--- config.mk ---
export PLATFORM = sky130hd
export DESIGN_NAME = clkgate_multi_idle_flat
export DESIGN_NICKNAME = d
export VERILOG_FILES = /design/src/rtl/clkgate_multi_idle_if.sv /design/src/rtl/clkgate_multi_idle.sv /design/src/flat_wrapper.sv
export SDC_FILE = /design/constraint.sdc
export NUM_CORES = 1
export LEC_CHECK = 0
export ABC_CLOCK_PERIOD_IN_PS = 2500
export BUFFER_PORTS_ARGS = -buffer_cell sky130_fd_sc_hd__buf_2
export CAP_MARGIN = 10
export CORE_ASPECT_RATIO = 0.7
export CORE_MARGIN = 1.5
export CORE_UTILIZATION = 39
export CTS_BUF_LIST = sky130_fd_sc_hd__clkbuf_2 sky130_fd_sc_hd__clkbuf_4 sky130_fd_sc_hd__clkbuf_8
export CTS_CLUSTER_DIAMETER = 60
export DETAILED_ROUTE_END_ITERATION = 12
export PLACE_DENSITY = 0.64
export SLEW_MARGIN = 0
export SYNTH_ARGS = -nofsm -noshare
export SYNTH_HDL_FRONTEND = slang
export SYNTH_SLANG_ARGS = --single-unit
--- constraint.sdc ---
create_clock -name CK -period 2.5 [get_ports CK]
set_clock_uncertainty 0.2 [all_clocks]
set_input_delay 0 -clock CK [delete_from_list [all_inputs] [get_ports CK]]
set_output_delay 0 -clock CK [all_outputs]
set_load 0.1 [all_outputs]
--- src/rtl/clkgate_multi_idle_if.sv ---
// clkgate_multi_idle_if: channel bundle for the multi-channel idle-hysteresis clock gate
// Signals: E requests, SE scan enable, IDLE_TH threshold (master drives); GCK gated clocks, GATED status (slave drives)
// Macro CLKGATE_STATS_EN adds GCYC, the all-gated cycle counter
interface clkgate_multi_idle_if #(
  parameter int NCH = 4,
  parameter int IDLE_W = 4
`ifdef CLKGATE_STATS_EN
  , parameter int CNT_W = 16
`endif
);
  logic [NCH-1:0] E;
  logic SE;
  logic [IDLE_W-1:0] IDLE_TH;
  logic [NCH-1:0] GCK;
  logic [NCH-1:0] GATED;
`ifdef CLKGATE_STATS_EN
  logic [CNT_W-1:0] GCYC;
  modport master (output E, SE, IDLE_TH, input GCK, GATED, GCYC);
  modport slave (input E, SE, IDLE_TH, output GCK, GATED, GCYC);
`else
  modport master (output E, SE, IDLE_TH, input GCK, GATED);
  modport slave (input E, SE, IDLE_TH, output GCK, GATED);
`endif
endinterface

--- src/rtl/clkgate_multi_idle.sv ---
// clkgate_multi_idle: NCH glitch-free clock gates with per-channel idle hysteresis and scan override
// Ports: CK clock, RST sync active-high reset, bus (slave): E, SE, IDLE_TH in; GCK, GATED out
// Macro CLKGATE_STATS_EN adds bus.GCYC, saturating count of edges with every channel gated
module clkgate_multi_idle #(
  parameter int NCH = 4,
  parameter int IDLE_W = 4
`ifdef CLKGATE_STATS_EN
  , parameter int CNT_W = 16
`endif
) (
  input logic CK,
  input logic RST,
  clkgate_multi_idle_if.slave bus
);
  localparam logic [1:0] S_RUN = 2'b00, S_HOLD = 2'b01, S_GATED = 2'b10;
  localparam logic [IDLE_W-1:0] CMAX = '1;
  logic [NCH-1:0] en, lat_q;
  for (genvar i = 0; i < NCH; i++) begin : g_ch
    logic [1:0] st_q, st_d;
    logic [IDLE_W-1:0] cnt_q, cnt_d;
    logic go;
    always_comb begin
      go = st_q[1] | (st_q == S_RUN ? bus.IDLE_TH == '0 : cnt_q >= bus.IDLE_TH);
      st_d = bus.E[i] ? S_RUN : go ? S_GATED : S_HOLD;
      cnt_d = st_d != S_HOLD ? '0 : st_q == S_RUN ? IDLE_W'(1) : cnt_q == CMAX ? cnt_q : cnt_q + 1'b1;
    end
    always_ff @(posedge CK) begin
      if (RST) begin
        st_q <= S_RUN;
        cnt_q <= '0;
      end else begin
        st_q <= st_d;
        cnt_q <= cnt_d;
      end
    end
    // bit 1 of the state is the GATED flag, so status and enable come straight off a flop
    assign en[i] = ~st_q[1];
    assign bus.GATED[i] = st_q[1];
  end
  // low-phase latch keeps GCK glitch-free; SE enters here so it takes effect within the same low phase
  always_latch begin
    if (!CK) lat_q <= en | {NCH{bus.SE}};
  end
  assign bus.GCK = {NCH{CK}} & lat_q;
`ifdef CLKGATE_STATS_EN
  logic [CNT_W-1:0] gcyc_q;
  always_ff @(posedge CK) begin
    if (RST) gcyc_q <= '0;
    else if (&bus.GATED && gcyc_q != '1) gcyc_q <= gcyc_q + 1'b1;
  end
  assign bus.GCYC = gcyc_q;
`endif
endmodule

--- src/flat_wrapper.sv ---
// flat-port wrapper written by rule: the top's interface ports become plain ports
module clkgate_multi_idle_flat 
#(
  parameter int NCH = 4,
  parameter int IDLE_W = 4

)
  (CK, RST, bus_E, bus_SE, bus_IDLE_TH, bus_GCK, bus_GATED);
  clkgate_multi_idle_if #(.NCH(NCH), .IDLE_W(IDLE_W)) bus_i ();
  input logic CK;
  input logic RST;
  input wire logic [$bits(bus_i.E)-1:0] bus_E;
  input wire logic [$bits(bus_i.SE)-1:0] bus_SE;
  input wire logic [$bits(bus_i.IDLE_TH)-1:0] bus_IDLE_TH;
  output wire logic [$bits(bus_i.GCK)-1:0] bus_GCK;
  output wire logic [$bits(bus_i.GATED)-1:0] bus_GATED;
  assign bus_i.E = bus_E;
  assign bus_i.SE = bus_SE;
  assign bus_i.IDLE_TH = bus_IDLE_TH;
  assign bus_GCK = bus_i.GCK;
  assign bus_GATED = bus_i.GATED;
  clkgate_multi_idle #(.NCH(NCH), .IDLE_W(IDLE_W)) u_core (.CK(CK), .RST(RST), .bus(bus_i));
endmodule
## Word level (Yosys, flattened, before mapping)

Index checks and enable logic that the tools add are counted.

- Add/sub/neg operators: 4
- Magnitude comparators: 4
- Eq/ne operators: 12
- Muxes and demuxes: 22
- Bitwise logic cells: 10
- Reduce and logical (&&, ||, !) cells: 13

Operator list:

| operator | count |
|---|---|
| $add 4x1->4 const B | 4 |
| $eq 4x4->1 const B | 4 |
| $ge 4x4->1 | 4 |
| $mux 2 | 8 |
| $ne 2x1->1 const B | 8 |
| $mux 1 | 12 |
| $reduce_or 3->1 | 4 |
| $logic_not 2->1 | 4 |
| $mux 4 | 2 |
| $reduce_or 2->1 | 4 |
| $and 4x4->4 | 1 |
| $logic_not 4->1 | 1 |
| $not 1->1 | 4 |
| $or 1x1->1 | 4 |
| $or 4x4->4 | 1 |

- Flip-flop bits (word level): 24
- Latch bits: 4
- Input bits: 11
- Output and inout bits: 8
- Word-level logic and storage cells: 81

## Depth between registers and ports, before layout

Gate-level depths: netlist of the first run.

- Depth in word-level cells: 7
- Depth in mapped cells: 6
- Gate-level depth less buffers: 6

==> impl_results.md, run 1 <==
- Endpoints failing setup: 8
- Count of cell types in the netlist: 28
- Remaining DRCs: 0
- I/O pins: 19
- Number of placement rows: 19
- Buffers inserted by post-CTS timing repair: 0
- HP Class: primary input to register
- Hold violation count in the final report: 0
- Required @ worst endpoint: about 2.3 ns
- 1st-pass router iterations: 4
- Area added between synthesis and finish: 27.8%
- Horizontal die dimension: 79.2 um
- Worst slack at placement: 0.148 ns
- Register bit total from synthesis: 28
- Critical path data arrival time: 2.35 ns
- Setup_tns: -0.184 ns
- Transition time at the pin with the least slew margin: 0.501 ns
- Count of routing violations after the opening detailed-route iteration: 57
- Top post-synthesis cells by area: sky130_fd_sc_hd__dfxtp_1, sky130_fd_sc_hd__ha_1, sky130_fd_sc_hd__nor3_1
- Xor and xnor fraction of the mapped netlist area: 2.21%
- CTS tree: built
- Core Region: 3900 sq um
- Average wire length per cell after detail routing: 13.5 um
- Type of the worst setup path: latch to primary output
- Average footprint of a synthesized cell: 9.72 sq um
- Top fanout value on the critical path: 1
- Area fraction in and, or, nand and nor cells after synthesis: between 20% and 30%
- Routability Congestion: 0.823
- Post-layout utilization of the core: 51.9%
- Die area: approximately 4500 sq um
- Synthesized-area fraction occupied by adder cells: ~16%
- Multi-input gate area in the final layout: 968 sq um
- Final number of max-transition violations: 0
- Worst hold path depth: 4
- Later-pin clock latency in the skew report: about 0.37 ns
- GRT overflow: 0
- Routed Antenna Nets: 0
- Area of the mapped netlist: around 1600 sq um
- Async set or reset register ratio after synthesis: 0%
- Post-Synthesis Net Count: approximately 190
- Largest voltage drop on the vdd net: 1.06 mV
- Pwr Density: between 900 and 1000 nW/um^2
- Maximum number of pins on one net before global-route repair: 17
- Post-layout worst setup margin: -0.0542 ns
- Max_cap viols: 0
- Rel. slew slack: between 60 and 70%
- Share of final-layout standard cells stronger than drive strength 1: about a quarter
- Mux cell area share after synthesis: 2.53%
- Final wirelength: between 3 and 4 mm
- PortBufs: 18
- Run status: finished with violations
- Top cell type's share of synthesized area: 30.3%
- Via count of the first global-routing pass: 1,354
- Final layout net count: 230
- Hold Slack: 0.0183 ns
- Starting density of the core: about two fifths
- Static leakage power: 0.844 nW
- Kind of capture point of the worst setup path: primary output
- Worst Setup Start Kind: latch
- Leading area contributor after synthesis: sky130_fd_sc_hd__dfxtp_1
- Reg clk slew, reported paths: 0.09 ns
- Count of warnings emitted by yosys: 0
- GR Util All Layers: 16.9%
- Chip Height: 56.3 um
- Vias after detailed routing: ~1,300
- Number of flops mapped to enable cells by yosys: 0
- Fill cells: roughly 360
- Antenna violations before repair: 0
- Largest family of logic cells by synthesized area: simple AND/OR/NAND/NOR gates
- Number of vias per cell: approximately 5.2
- Violated checks: negative setup slack
- First-pass GRT wire length: roughly 5.7 mm
- Setup slack of the worst register-to-register path: 0.10 ns
- Area fraction in compound gates after synthesis: 13.7%
- Number of antenna diodes: 0
- Half-perimeter wire length of the detailed placement result: between 2 and 2.5 mm
- Most frequently used flop master after synthesis: sky130_fd_sc_hd__dfxtp_1
- Cell count of the worst reg-to-reg path: 7
- Register Area: 546 sq um
- RSZ-0062 raised after global routing: true
- Cell count after synthesis: 163
logic make-up (layout without fill, tap and decap cells):
kind of cell | after synthesis | in the layout
AO/OA/AOI/OAI | 19 | 19
adder cells (fa/ha/maj) | 20 | 20
latches | 4 | 4
XOR/XNOR | 4 | 4
flip-flops | 24 | 24
buffers and inverters | 17 | 52
AND/OR/NAND/NOR | 71 | 71
multiplexers | 4 | 4
timing repair:
item / in CTS / in global routing
resized for setup: 20 / 4
hold buffers: 15 / 0
hold endpoints to repair: 28 / 0
endpoints found under the setup margin: 8 / 10
pin swaps: 2 / 1
worst max-delay path: stages, from the launching register on:
cell	delay, ns
sky130_fd_sc_hd__dlxtn_2	0.41
sky130_fd_sc_hd__and2_4	0.14
sky130_fd_sc_hd__buf_12	0.16
flip-flops by register name, summed over array words and instances, names as in the netlist:
signal,cells
u_core.g_ch.st_q,8
u_core.lat_q,4
u_core.g_ch.cnt_q,16
Yosys cell counts, types with 2 or more instances:
library cell,instances
sky130_fd_sc_hd__buf_4,4
sky130_fd_sc_hd__or3b_1,4
sky130_fd_sc_hd__o2111ai_1,3
sky130_fd_sc_hd__ha_1,20
sky130_fd_sc_hd__and2_1,4
sky130_fd_sc_hd__inv_1,11
sky130_fd_sc_hd__a2111oi_4,2
sky130_fd_sc_hd__nand2b_1,4
sky130_fd_sc_hd__nor4_1,4
sky130_fd_sc_hd__nor2_1,17
sky130_fd_sc_hd__dlxtn_1,4
sky130_fd_sc_hd__nor3b_2,4
sky130_fd_sc_hd__o21ai_0,3
sky130_fd_sc_hd__a2111oi_2,2
sky130_fd_sc_hd__a31oi_1,4
sky130_fd_sc_hd__nor3b_1,4
sky130_fd_sc_hd__nand3b_1,3
sky130_fd_sc_hd__mux2i_1,4
sky130_fd_sc_hd__nor3_1,13
sky130_fd_sc_hd__a22oi_2,4
sky130_fd_sc_hd__xnor2_1,4
sky130_fd_sc_hd__dfxtp_1,24
sky130_fd_sc_hd__nand3_1,12
layout make-up:
type | instances | area share, %
clock buffer | 12 | 9.09
inverter | 11 | 2.04
multi-input combinational | 118 | 47.8
sequential | 28 | 26.9
tap | 52 | 3.21
timing repair buffer | 29 | 10.9
stage by stage:
stage,total power [mW],instances,cell area [sq um]
6_report,1.95,250,2020
5_1_grt,2.03,250,2020
4_1_cts,1.98,250,2020
3_5_place_dp,1.19,227,1700
3_3_place_gp,1.18,227,1700
2_1_floorplan,1.12,163,1590
layout by cell type (no fill, tap or decap), types with 7 or more instances in the layout:
| cell | instances |
|---|---|
| sky130_fd_sc_hd__dlygate4sd3_1 | 15 |
| sky130_fd_sc_hd__inv_1 | 11 |
| sky130_fd_sc_hd__nand3_1 | 12 |
| sky130_fd_sc_hd__clkbuf_8 | 7 |
| sky130_fd_sc_hd__buf_2 | 14 |
| sky130_fd_sc_hd__dfxtp_1 | 22 |
| sky130_fd_sc_hd__nor3_1 | 13 |
| sky130_fd_sc_hd__ha_1 | 20 |
| sky130_fd_sc_hd__nor2_1 | 17 |
report_power, final:
part / total (mW) / internal, mW / switching (mW)
registers: 0.452 / 0.440 / 0.0122
clock network: 1.36 / 0.600 / 0.757
logic: 0.144 / 0.0634 / 0.0810
layer usage:
metal | vias up | GRT usage (%) | share of wire [%]
li1 | 665 | - | -
met1 | 595 | 19.5 | 45
met2 | 45 | 27.6 | 47
met3 | 5 | 7.15 | 6.6
met4 | 0 | 7.27 | 1.5
met5 | - | 0 | 0
final timing paths:
| path | start | end |
|---|---|---|
| setup / recovery | u_core.lat_q[2] | bus_GCK[2] |
| hold / removal | bus_IDLE_TH[0] | u_core.g_ch[1].st_q[0] |
| setup reg to reg | u_core.g_ch[0].cnt_q[0] | u_core.g_ch[0].st_q[1] |
| hold reg to reg | u_core.g_ch[2].cnt_q[3] | u_core.g_ch[2].cnt_q[2] |
Note: power is estimated with default switching activity, not from simulation.
==> run 2, diff against run 1 <==
--- a/config.mk
+++ b/config.mk
@@ -5,6 +5,7 @@
 export SDC_FILE = /design/constraint.sdc
 export NUM_CORES = 1
 export LEC_CHECK = 0
+export ABC_AREA = 1
 export ABC_CLOCK_PERIOD_IN_PS = 2500
 export BUFFER_PORTS_ARGS = -buffer_cell sky130_fd_sc_hd__buf_2
 export CAP_MARGIN = 10
==> impl_results.md, run 2 <==
- Endpoints failing setup: 8 (unchanged)
- Number of placement rows: 19 (unchanged)
- Vias after detailed routing: 1,406 (was 1,310)
- Average footprint of a synthesized cell: 6.79 sq um (was 9.72 sq um)
- Most frequent cells after synthesis: sky130_fd_sc_hd__nand2_1, sky130_fd_sc_hd__inv_1, sky130_fd_sc_hd__nor2_1 (was sky130_fd_sc_hd__dfxtp_1, sky130_fd_sc_hd__ha_1, sky130_fd_sc_hd__nor2_1)
- Top library cells by usage in the layout, fill and taps aside: sky130_fd_sc_hd__nand2_1, sky130_fd_sc_hd__inv_1, sky130_fd_sc_hd__nor2_1, sky130_fd_sc_hd__dfxtp_1, sky130_fd_sc_hd__ha_1 (was sky130_fd_sc_hd__dfxtp_1, sky130_fd_sc_hd__ha_1, sky130_fd_sc_hd__nor2_1, sky130_fd_sc_hd__dlygate4sd3_1, sky130_fd_sc_hd__buf_2)
- Post-layout worst setup margin: -0.0501 ns (was -0.0542 ns)
- Chip Height: 57.2 um (was 56.3 um)
- Number of flops mapped to enable cells by yosys: 0 (unchanged)
- Cell count after synthesis: 241 (was 163)
- Remaining DRCs: 0 (unchanged)
- Most frequently used flop master after synthesis: sky130_fd_sc_hd__dfxtp_1 (unchanged)
- Reg clk slew, reported paths: 0.09 ns (about the same)
- Hold violation count in the final report: 0 (unchanged)
- Count of warnings emitted by yosys: 0 (unchanged)
- Worst Setup Start Kind: latch (unchanged)
- Post-Synthesis Net Count: 272 (was 194)
- GRT overflow: 0 (unchanged)
- Largest voltage drop on the vdd net: 1.10 mV (was 1.06 mV)
- HP Class: primary input to register (unchanged)
- Half-perimeter wire length of the detailed placement result: 2.33 mm (was 2.39 mm)
- Final wirelength: 3.31 mm (was 3.38 mm)
- Final layout net count: 304 (was 230)
- Die area: 4600 sq um (was 4460 sq um)
- Average wire length per cell after detail routing: 10.2 um (was 13.5 um)
- Share of final-layout standard cells stronger than drive strength 1: 14.7% (was 24.2%)
- Required @ worst endpoint: 2.30 ns (about the same)
- Routed Antenna Nets: 0 (unchanged)
- Buffers inserted by post-CTS timing repair: 0 (unchanged)
- Leading area contributor after synthesis: sky130_fd_sc_hd__dfxtp_1 (unchanged)
- Core Region: 3970 sq um (was 3900 sq um)
- Rel. slew slack: 67.6% (was 66.8%)
- I/O pins: 19 (unchanged)
- Fill cells: 392 (was 359)
- Area added between synthesis and finish: 23.8% (was 27.8%)
- Count of cell types in the netlist: 22 (was 28)
- Registers with the highest flip-flop counts: u_core.g_ch.cnt_q (16), u_core.g_ch.st_q (8), u_core.lat_q (4) (unchanged)
- RSZ-0062 raised after global routing: true (unchanged)
- Max_cap viols: 0 (unchanged)
- Violated checks: negative setup slack (unchanged)
- Number of vias per cell: 4.34 (was 5.24)
- Antenna violations before repair: 0 (unchanged)
- Maximum number of pins on one net before global-route repair: 15 (was 17)
- PortBufs: 18 (unchanged)
- # placed instances: 306 (was 227)
- Area of the mapped netlist: 1640 sq um (was 1580 sq um)
- Routability Congestion: 0.737 (was 0.823)
- Number of flip-flops in the largest register: 16 (unchanged)
- Finished layout cell area: 2020 sq um (unchanged)
- Transition time at the pin with the least slew margin: 0.489 ns (was 0.501 ns)
- Starting density of the core: 41.2% (was 40.6%)
- First-pass GRT wire length: 5.69 mm (was 5.68 mm)
- Critical path data arrival time: 2.35 ns (about the same)
- Pwr Density: 952 nW/um^2 (was 965 nW/um^2)
- Count of routing violations after the opening detailed-route iteration: 64 (was 57)
- Register Area: 542 sq um (was 546 sq um)
- Horizontal die dimension: 80.4 um (was 79.2 um)
- Multi-input gate area in the final layout: 868 sq um (was 968 sq um)
- Kind of capture point of the worst setup path: primary output (unchanged)
- Via count of the first global-routing pass: 1,373 (was 1,354)
- Static leakage power: 1.09 nW (was 0.844 nW)
- Register bit total from synthesis: 28 (unchanged)
- Top fanout value on the critical path: 1 (unchanged)
- Post-layout instance count excluding filler cells: 324 (was 250)
- Final number of max-transition violations: 0 (unchanged)
- Later-pin clock latency in the skew report: 0.38 ns (was 0.37 ns)
- Number of antenna diodes: 0 (unchanged)
- Most flop-heavy register: u_core.g_ch.cnt_q (unchanged)
- Async set or reset register ratio after synthesis: 0% (unchanged)
- 1st-pass router iterations: 6 (was 4)
- Most frequent standard cell in the layout excluding fill and tap cells: sky130_fd_sc_hd__nand2_1 (was sky130_fd_sc_hd__dfxtp_1)
- Top cell type's share of synthesized area: 29.4% (was 30.3%)
- Dpl cell area: 1760 sq um (was 1700 sq um)
- GR Util All Layers: 16.8% (was 16.9%)
- Top post-synthesis cells by area: sky130_fd_sc_hd__dfxtp_1, sky130_fd_sc_hd__ha_1, sky130_fd_sc_hd__nand2_1 (was sky130_fd_sc_hd__dfxtp_1, sky130_fd_sc_hd__ha_1, sky130_fd_sc_hd__nor3_1)
- Most instantiated library cell after synthesis: sky130_fd_sc_hd__nand2_1 (was sky130_fd_sc_hd__dfxtp_1)
- Setup_tns: -0.176 ns (was -0.184 ns)
- Type of the worst setup path: latch to primary output (unchanged)
- CTS tree: built (unchanged)
- Run status: finished with violations (unchanged)
-- run 2: metrics by stage --
stage | hold WS [ns] | total power [mW] | worst slack, ns | util, %
after floorplan | -0.122 | 1.10 | 0.0497 | -
after global placement | -0.0187 | 1.18 | 0.196 | 44.2
after detailed placement | -0.0178 | 1.18 | 0.181 | 44.2
after CTS | 0.0434 | 1.94 | -0.0684 | 50.9
after global routing | 0.0771 | 2.03 | -0.113 | 51.0
final | 0.0288 | 1.93 | -0.0501 | 51.0
-- run 2: power breakdown --
| group | switching [mW] | leakage [nW] | internal [mW] |
|---|---|---|---|
| clock | 0.791 | 0.126 | 0.545 |
| sequential | 0.00994 | 0.229 | 0.440 |
| combinational | 0.0906 | 0.739 | 0.0519 |
-- run 2: final timing paths --
check / from / to / slack [ns] / cells past startpoint
max: u_core.lat_q[0] / bus_GCK[0] / -0.05 / 3
min: bus_IDLE_TH[3] / u_core.g_ch[0].st_q[0] / 0.03 / 7
max reg2reg: u_core.g_ch[1].cnt_q[0] / u_core.g_ch[1].st_q[1] / 0.41 / 11
min reg2reg: u_core.g_ch[1].st_q[1] / u_core.lat_q[1] / 0.33 / 1
-- run 2: cell families after synthesis --
kind of cell | after synthesis | share of synthesized area, %
AO/OA/AOI/OAI | 17 | 5.36
XOR/XNOR | 2 | 1.07
adder cells (fa/ha/maj) | 20 | 15.3
buffers and inverters | 57 | 14.0
flip-flops | 24 | 29.4
latches | 4 | 3.67
AND/OR/NAND/NOR | 117 | 31.2
-- run 2: cell type report --
cell class | count | share of cell area, %
clock buffers | 12 | 9.09
clock inverters | 4 | 0.742
inverters | 48 | 8.90
multi-input cells | 156 | 42.9
flip-flops and latches | 28 | 26.8
well taps | 52 | 3.21
repair buffers | 24 | 8.41
-- run 2: per-layer routing --
metal / global-route usage (%) / wire length (um) / up-vias
met5: 0 / 0 / -
met4: 9.61 / 63 / 0
met3: 7.68 / 193 / 8
met2: 23.9 / 1340 / 29
met1: 20.8 / 1710 / 577
li1: - / - / 792
-- run 2: what timing repair did --
| action | in CTS | in global routing |
|---|---|---|
| endpoints found under the hold margin | 28 | 0 |
| endpoints found under the setup margin | 8 | 8 |
| pin swaps | 4 | 1 |
| hold buffers | 10 | 0 |
| resized for setup | 20 | 2 |
| gates cloned | 0 | 0 |
-- run 2: critical path: stages (launching register included) --
cell,delay (ns)
sky130_fd_sc_hd__dlxtn_1,0.40
sky130_fd_sc_hd__nand2_1,0.06
sky130_fd_sc_hd__inv_2,0.07
sky130_fd_sc_hd__buf_12,0.17
